<file path="config.mk">
export PLATFORM = sky130hd
export DESIGN_NAME = pipeline_stall_ctrl
export DESIGN_NICKNAME = d
export VERILOG_FILES = /design/src/rtl/pipeline_pkg.sv /design/src/rtl/pipeline_stall_ctrl_muldiv_timer.sv /design/src/rtl/pipeline_stall_ctrl.sv
export SDC_FILE = /design/constraint.sdc
export NUM_CORES = 1
export LEC_CHECK = 0
export ABC_CLOCK_PERIOD_IN_PS = 4550
export BUFFER_PORTS_ARGS = -buffer_cell sky130_fd_sc_hd__buf_2
export CAP_MARGIN = 20
export CORE_MARGIN = 3
export CORE_UTILIZATION = 50
export CTS_CLUSTER_SIZE = 20
export DETAILED_ROUTE_END_ITERATION = 16
export GPL_ROUTABILITY_DRIVEN = 1
export GPL_TIMING_DRIVEN = 0
export HOLD_SLACK_MARGIN = 0.1
export PLACE_DENSITY = 0.81
export SKIP_CTS_REPAIR_TIMING = 1
export SYNTH_ARGS = -nofsm -noshare
export SYNTH_HDL_FRONTEND = slang
export SYNTH_SLANG_ARGS = --single-unit
</file>
<file path="constraint.sdc">
create_clock -name clk -period 4.55 [get_ports clk]
set_clock_uncertainty 0.05 [all_clocks]
set_input_delay 0.2275 -clock clk [delete_from_list [all_inputs] [get_ports clk]]
set_output_delay 0.2275 -clock clk [all_outputs]
set_load 0.01 [all_outputs]
</file>
<file path="src/rtl/pipeline_pkg.sv">
// Shared types and widths for the pipeline hazard sequencer.
// Imported by the stall controller and its mul/div timer.
package pipeline_pkg;

  typedef enum logic {
    RUN,
    MULDIV
  } state_t;

  localparam int MULDIV_CNT_W = 4;
  localparam int STALL_CNT_W  = 32;

  function automatic logic [STALL_CNT_W-1:0] sat_inc(
    input logic [STALL_CNT_W-1:0] v
  );
    return (&v) ? v : v + 1'b1;
  endfunction

endpackage

</file>
<file path="src/rtl/pipeline_stall_ctrl_muldiv_timer.sv">
// Load / decrement / freeze counter tracking mul/div occupancy of EX.
// last flags the final MULDIV cycle (cnt==1).
module muldiv_timer
  import pipeline_pkg::*;
(
  input  logic                    clk,
  input  logic                    rst,
  input  logic                    load,
  input  logic [MULDIV_CNT_W-1:0] load_val,
  input  logic                    dec,
  output logic                    last
);

  logic [MULDIV_CNT_W-1:0] cnt;

  always_ff @(posedge clk or posedge rst) begin
    if (rst) begin
      cnt <= '0;
    end else if (load) begin
      cnt <= load_val;
    end else if (dec) begin
      cnt <= cnt - 1'b1;
    end
  end

  assign last = (cnt == MULDIV_CNT_W'(1));

endmodule

</file>
<file path="src/rtl/pipeline_stall_ctrl.sv">
// Central stall/flush sequencer for the 5-stage pipeline.
// Decodes hazards into register enables, bubbles and flushes.
module pipeline_stall_ctrl
  import pipeline_pkg::*;
#(
  parameter int MULDIV_LAT = 4
) (
  input  logic                   clk,
  input  logic                   rst,
  input  logic                   ld_hazard,
  input  logic                   redirect,
  input  logic                   muldiv_issue,
  input  logic                   dmem_wait,
  output logic                   pc_we,
  output logic                   ifid_we,
  output logic                   idex_we,
  output logic                   exmem_we,
  output logic                   ifid_flush,
  output logic                   idex_bubble,
  output logic                   exmem_bubble,
  output logic                   memwb_bubble,
  output logic                   muldiv_busy,
  output logic [STALL_CNT_W-1:0] stall_cycles
);

  localparam logic LAT_MULTI = (MULDIV_LAT > 1);
  localparam logic [MULDIV_CNT_W-1:0] LAT_M1 =
    MULDIV_CNT_W'(MULDIV_LAT - 1);

  state_t state;
  state_t state_nx;
  logic   tmr_load;
  logic   tmr_dec;
  logic   tmr_last;

  muldiv_timer u_timer (
    .clk      (clk),
    .rst      (rst),
    .load     (tmr_load),
    .load_val (LAT_M1),
    .dec      (tmr_dec),
    .last     (tmr_last)
  );

  always_ff @(posedge clk or posedge rst) begin
    if (rst) begin
      state <= RUN;
    end else begin
      state <= state_nx;
    end
  end

  always_comb begin
    state_nx     = state;
    tmr_load     = 1'b0;
    tmr_dec      = 1'b0;
    pc_we        = 1'b0;
    ifid_we      = 1'b0;
    idex_we      = 1'b0;
    exmem_we     = 1'b0;
    ifid_flush   = 1'b0;
    idex_bubble  = 1'b0;
    exmem_bubble = 1'b0;
    memwb_bubble = 1'b0;
    if (rst) begin
      state_nx = RUN;
    end else if (dmem_wait) begin
      // whole pipe frozen; MEM/WB drains a NOP
      memwb_bubble = 1'b1;
    end else begin
      unique case (state)
        MULDIV: begin
          exmem_we     = 1'b1;
          exmem_bubble = 1'b1;
          tmr_dec      = 1'b1;
          if (tmr_last) state_nx = RUN;
        end
        RUN: begin
          pc_we    = 1'b1;
          ifid_we  = 1'b1;
          idex_we  = 1'b1;
          exmem_we = 1'b1;
          if (redirect) begin
            ifid_flush  = 1'b1;
            idex_bubble = 1'b1;
          end else if (ld_hazard) begin
            pc_we       = 1'b0;
            ifid_we     = 1'b0;
            idex_bubble = 1'b1;
          end else if (muldiv_issue && LAT_MULTI) begin
            tmr_load = 1'b1;
            state_nx = MULDIV;
          end
        end
        default: state_nx = RUN;
      endcase
    end
  end

  assign muldiv_busy = (state == MULDIV) && !rst;

  always_ff @(posedge clk or posedge rst) begin
    if (rst) begin
      stall_cycles <= '0;
    end else if (!pc_we) begin
      stall_cycles <= sat_inc(stall_cycles);
    end
  end

endmodule

</file>
# ---- After elaboration in Yosys (flattened, before gate mapping)
# Index checks and enable logic that the tools add are counted.
dict set report totals {
  reg_bits 37
  inputBits 6
  output_inout_bits 41
  elab_cells 51
}
dict set report op_classes {
  n_addsub 2
  eq_ne 2
  n_mux 36
  bitwise 3
  reduce_logical 5
}
# op count
set op_table {}
lappend op_table {{2-to-1 mux 1 bit} 33}
lappend op_table {{adder 32 x 1 -> 32 bit, second input constant} 1}
lappend op_table {{AND reduction 32 bit} 1}
lappend op_table {{2-to-1 mux 4 bit} 2}
lappend op_table {{== test 4 x 1 -> 1 bit, second input constant} 1}
lappend op_table {{subtractor 4 x 1 -> 4 bit, second input constant} 1}
lappend op_table {{NOT 1 bit} 3}
lappend op_table {{!= test 2 bit, second input constant} 1}
lappend op_table {{one-hot mux 1 bit (2 select lines)} 1}
lappend op_table {{AND reduction 2 bit} 1}
lappend op_table {{nonzero test 2 bit} 1}
lappend op_table {{logical AND 1 bit} 1}
lappend op_table {{logical NOT 1 bit} 1}

# ---- Depth between registers and ports, before layout
dict set report logic_depth {
  depth_word 7
  ltp_mapped 6
  mapped_depth_nobuf 6
}

# ---- Modules after synthesis
# From an unflattened synthesis, not the netlist that was laid out.
dict set report hier_totals {
  cells_unflattened 197
  hier_area_um2 1998.2
}
# mod n_inst cells_per_inst area_per_inst_um2 seq_area_each_um2
set modules_own_cells {}
lappend modules_own_cells {pipeline_stall_ctrl 1 173 1754.2 825.8}
lappend modules_own_cells {muldiv_timer 1 24 244.0 100.1}

# ---- Least setup slack after synthesis
# No wires, ideal clock.
dict set report synth_path {
  path_type {reg-to-reg}
  from {register stall_cycles[0]}
  to {register stall_cycles[16]}
  setup_time_ns 0.132
  arrival_ns 1.886
  required_time_ns 4.368
  slack_ns 2.482
  path_stages_with_launch 7
  path_buffers 0
  synth_period_minus_slack_ns 2.068
  cell_sequence {dfrtp_1 > ha_1 > nand4_1 > or4_4 > o31ai_4 > nor3_1 > xor2_1}
}
dict set report synth_between {
  elab_chain_cells 3
  elab_cells_between_ends 4
  cone_classes {add/sub: 1; bitwise: 1; reduce/logical: 2}
}
# item line
set synth_lines {}
lappend synth_lines {{start, declared} pipeline_stall_ctrl.sv:23} ;# output logic [STALL_CNT_W-1:0] stall_cycles
lappend synth_lines {{start signal, assigned} pipeline_stall_ctrl.sv:106} ;# stall_cycles <= sat_inc(stall_cycles);
lappend synth_lines {{parallel branches: the longest is 3 deep, another holds adder 32 x 1 -> 32 bit} -}
# Several ways; the timed one is not identified.
# A chain may end at the register's enable or synchronous reset.

# ---- Final worst setup path
dict set report layout_path {
  from {register stall_cycles[0]}
  to {register stall_cycles[13]}
}
# The elaborated chain is that of the path after synthesis.

==> results.json <==
{
  "first_global_vias": 1390,
  "grtUsageMet3_pct": 5.824,
  "status": "finished clean",
  "rsz0062_at_grt": "false",
  "hold_path.class": "input pin to flip-flop",
  "post-synth-top-area-fraction_pct": 48.75,
  "peakVddDrop_mv": 0.3282,
  "critPathMaxFanout": 6,
  "synth.avg_cell_area_um2": 10.73,
  "start_util_pct": 54.35,
  "hold_viol": 0,
  "synth_edf_count": 0,
  "drt_iter0_markers": 63,
  "die_area_um2": 4574,
  "nNetsFinal": 241,
  "cts_buffers": 5,
  "path_common_cell": "nand4_1",
  "finalMaxSlewViolations": 0,
  "sw_frac_of_total_pct": 30.08,
  "avgViaCountPerCell": 5.441,
  "hp-start": "dmem_wait",
  "power.internal_mw": 0.5955,
  "yosys.area.top_type": "dfrtp_1",
  "drive_above_1_share_pct": 29.18,
  "min_period_over_period_pct": 49.64,
  "ioPinCount": 47,
  "synthFlopType": "dfrtp_1",
  "grt_pass1_wl_mm": 6.154,
  "final_util_pct": 66.56,
  "power_density_nw_per_um2": 366.1,
  "finalSetupViolations": 0,
  "syn_area_um2": 1899,
  "gr-total-overflow": 0,
  "met2_usage_pct": 28.31,
  "seqPwrFrac_pct": 50.0,
  "busiest_layer": "met2",
  "dieHeight_um": 67.64,
  "synth_seq_area_share_pct": 48.75,
  "routabilityCongestion": 0.7494,
  "antenna_cells": 0,
  "arrival_ns": 2.41,
  "num_rows": 21,
  "p_leak_nw": 1.172,
  "drv_cap": 0,
  "dr.pass1.iters": 4,
  "placed_cell_area_um2": 2215,
  "wirelength_mm": 3.743,
  "end_kind": "flip-flop",
  "path_clk_slew_ns": 0.07,
  "ys_top_cells_by_area": "dfrtp_1 (49%), xnor2_1 (8.3%), xor2_1 (5.5%)",
  "numPortBuffers": 46,
  "synth_fp_nets": 186,
  "htreeDepth": 2,
  "core_area_um2": 3495,
  "antenna_found_initial": 0,
  "grt_start_max_net_pins": 23,
  "fin_area_um2": 2326,
  "clockBufferDepth": 2,
  "crit_start": "stall_cycles[0]$_DFFE_PP0P_",
  "cpPeakStageDelay_ns": 0.55,
  "slew_headroom_pct": 55.89,
  "post_drt_wl_per_cell_um": 13.42,
  "cp_slowest_cell": "nor4_1",
  "synth_seq_cells": 37,
  "path_buf_inv": 0,
  "period_needed_ns": 2.259,
  "route.vias.total": 1518,
  "drc": 0,
  "p_sw_mw": 0.2561,
  "max_freq_ghz": 0.4428,
  "synth_cell_types": 32,
  "ant_nets": 0,
  "worstSkewPairLatency_ns": 0.29,
  "cts.sinks": 37,
  "cp_cell_sequence": "ha_1 > nand4_1 > nor4_1 > nand4_1 > nand3_1 > xnor2_1",
  "area_growth_syn_to_layout_pct": 22.46,
  "required_ns": 4.71,
  "finalSetupTns_ns": 0,
  "synth_cells": 177,
  "die_x_um": 67.64,
  "cts_tree": "built",
  "timing.rr.start": "stall_cycles[0]$_DFFE_PP0P_",
  "synth-async-reset-ratio_pct": 100.0,
  "crit_family": "simple AND/OR/NAND/NOR gates",
  "gr-usage-met1_pct": 24.12,
  "start_kind": "flip-flop",
  "yosys_warnings": 0,
  "pwr-share-comb_pct": 21.1,
  "critical_path_class": "flip-flop to flip-flop",
  "clkPwrFrac_pct": 28.9,
  "dp.final_hpwl_mm": 2.867,
  "grtUsageTotal_pct": 18.30,
  "root_buffer": "clkbuf_8",
  "worstMarginPinSlew_ns": 0.6610
}
kinds of logic (layout without fill, tap and decap cells):
logic type / after synthesis / in the layout / share of synthesized area, %
flops: 37 / 37 / 48.75
fa+ha+maj: 3 / 3 / 1.976
simple gates: 83 / 83 / 24.97
compound gates: 11 / 11 / 6.061
buf+inv: 9 / 65 / 2.042
xor+xnor: 30 / 30 / 13.83
mux: 4 / 4 / 2.371
cell usage in the layout (no fill, tap or decap), drive strengths merged, types with 3 or more instances in the layout:
cell,instances
buf,49
dfrtp,37
xnor2,18
nand4,16
nand2,13
xor2,12
nor2,11
nand3,10
and4,7
inv,7
clkbuf,7
nor3,6
and3,5
mux2,4
nor2b,4
a31oi,4
a21oi,3
and2,3
ha,3
per-stage QoR:
stage / total power, mW / hold slack, ns / std cells / worst slack [ns]
floorplan: 0.5398 / 0.3572 / 177 / 2.482
global placement: 0.6021 / 0.4182 / 269 / 2.350
detailed placement: 0.6105 / 0.3557 / 270 / 2.314
CTS: 0.8606 / 0.04012 / 278 / 2.293
global route: 0.9015 / 0.2810 / 279 / 2.029
finish: 0.8516 / 0.2500 / 279 / 2.291
state kept, by name, summed over array words and instances, names as in the netlist:
signal / flops
u_timer.cnt: 4
stall_cycles: 32
state: 1
synthesized netlist by cell type, drive strengths merged (4+ instances only):
library cell  number
inv                7
and3               5
a31oi              4
nor3               6
nand4             16
and4               7
xor2              12
nor2              11
xnor2             18
nor2b              4
mux2               4
dfrtp             37
nand2             13
nand3             10
power groups by stage:
stage / clock network [mW] / registers [mW] / logic (mW)
2_1_floorplan: 0 / 0.442 / 0.0982
3_3_place_gp: 0 / 0.429 / 0.173
3_5_place_dp: 0 / 0.430 / 0.180
4_1_cts: 0.253 / 0.425 / 0.184
5_1_grt: 0.269 / 0.432 / 0.201
6_report: 0.246 / 0.426 / 0.180
per-layer routing:
layer	wire length, um	vias to the layer above
li1	-	747
met1	1731	722
met2	1716	44
met3	245	5
met4	50	0
met5	0	-
final timing paths:
kind | endpoint | slack (ns) | cells after the start
worst min register to register | stall_cycles[16]$_DFFE_PP0P_ | 0.43 | 1
min in group asynchronous | u_timer.cnt[1]$_DFFE_PP0P_ | 0.58 | 3
worst max-delay path | stall_cycles[13]$_DFFE_PP0P_ | 2.29 | 6
worst min-delay path | u_timer.cnt[1]$_DFFE_PP0P_ | 0.25 | 4
max in group asynchronous | stall_cycles[16]$_DFFE_PP0P_ | 3.35 | 4
worst max register to register | stall_cycles[13]$_DFFE_PP0P_ | 2.29 | 6
final cells by class:
class	instances	area (um2)
Fill cell	276	1169
Multi-Input combinational cell	131	934.6
Sequential cell	37	925.9
Timing Repair Buffer	48	267.8
Clock buffer	7	96.34
Tap cell	46	57.56
Inverter	7	26.28
Buffer	2	12.51
Clock inverter	1	5.005
worst min-delay path, cell delays in order:
cell and delay, ns:
buf_2 0.12, nor3_1 0.07, nor2_1 0.09, a21oi_1 0.04
Note: power is estimated with default switching activity, not from simulation.
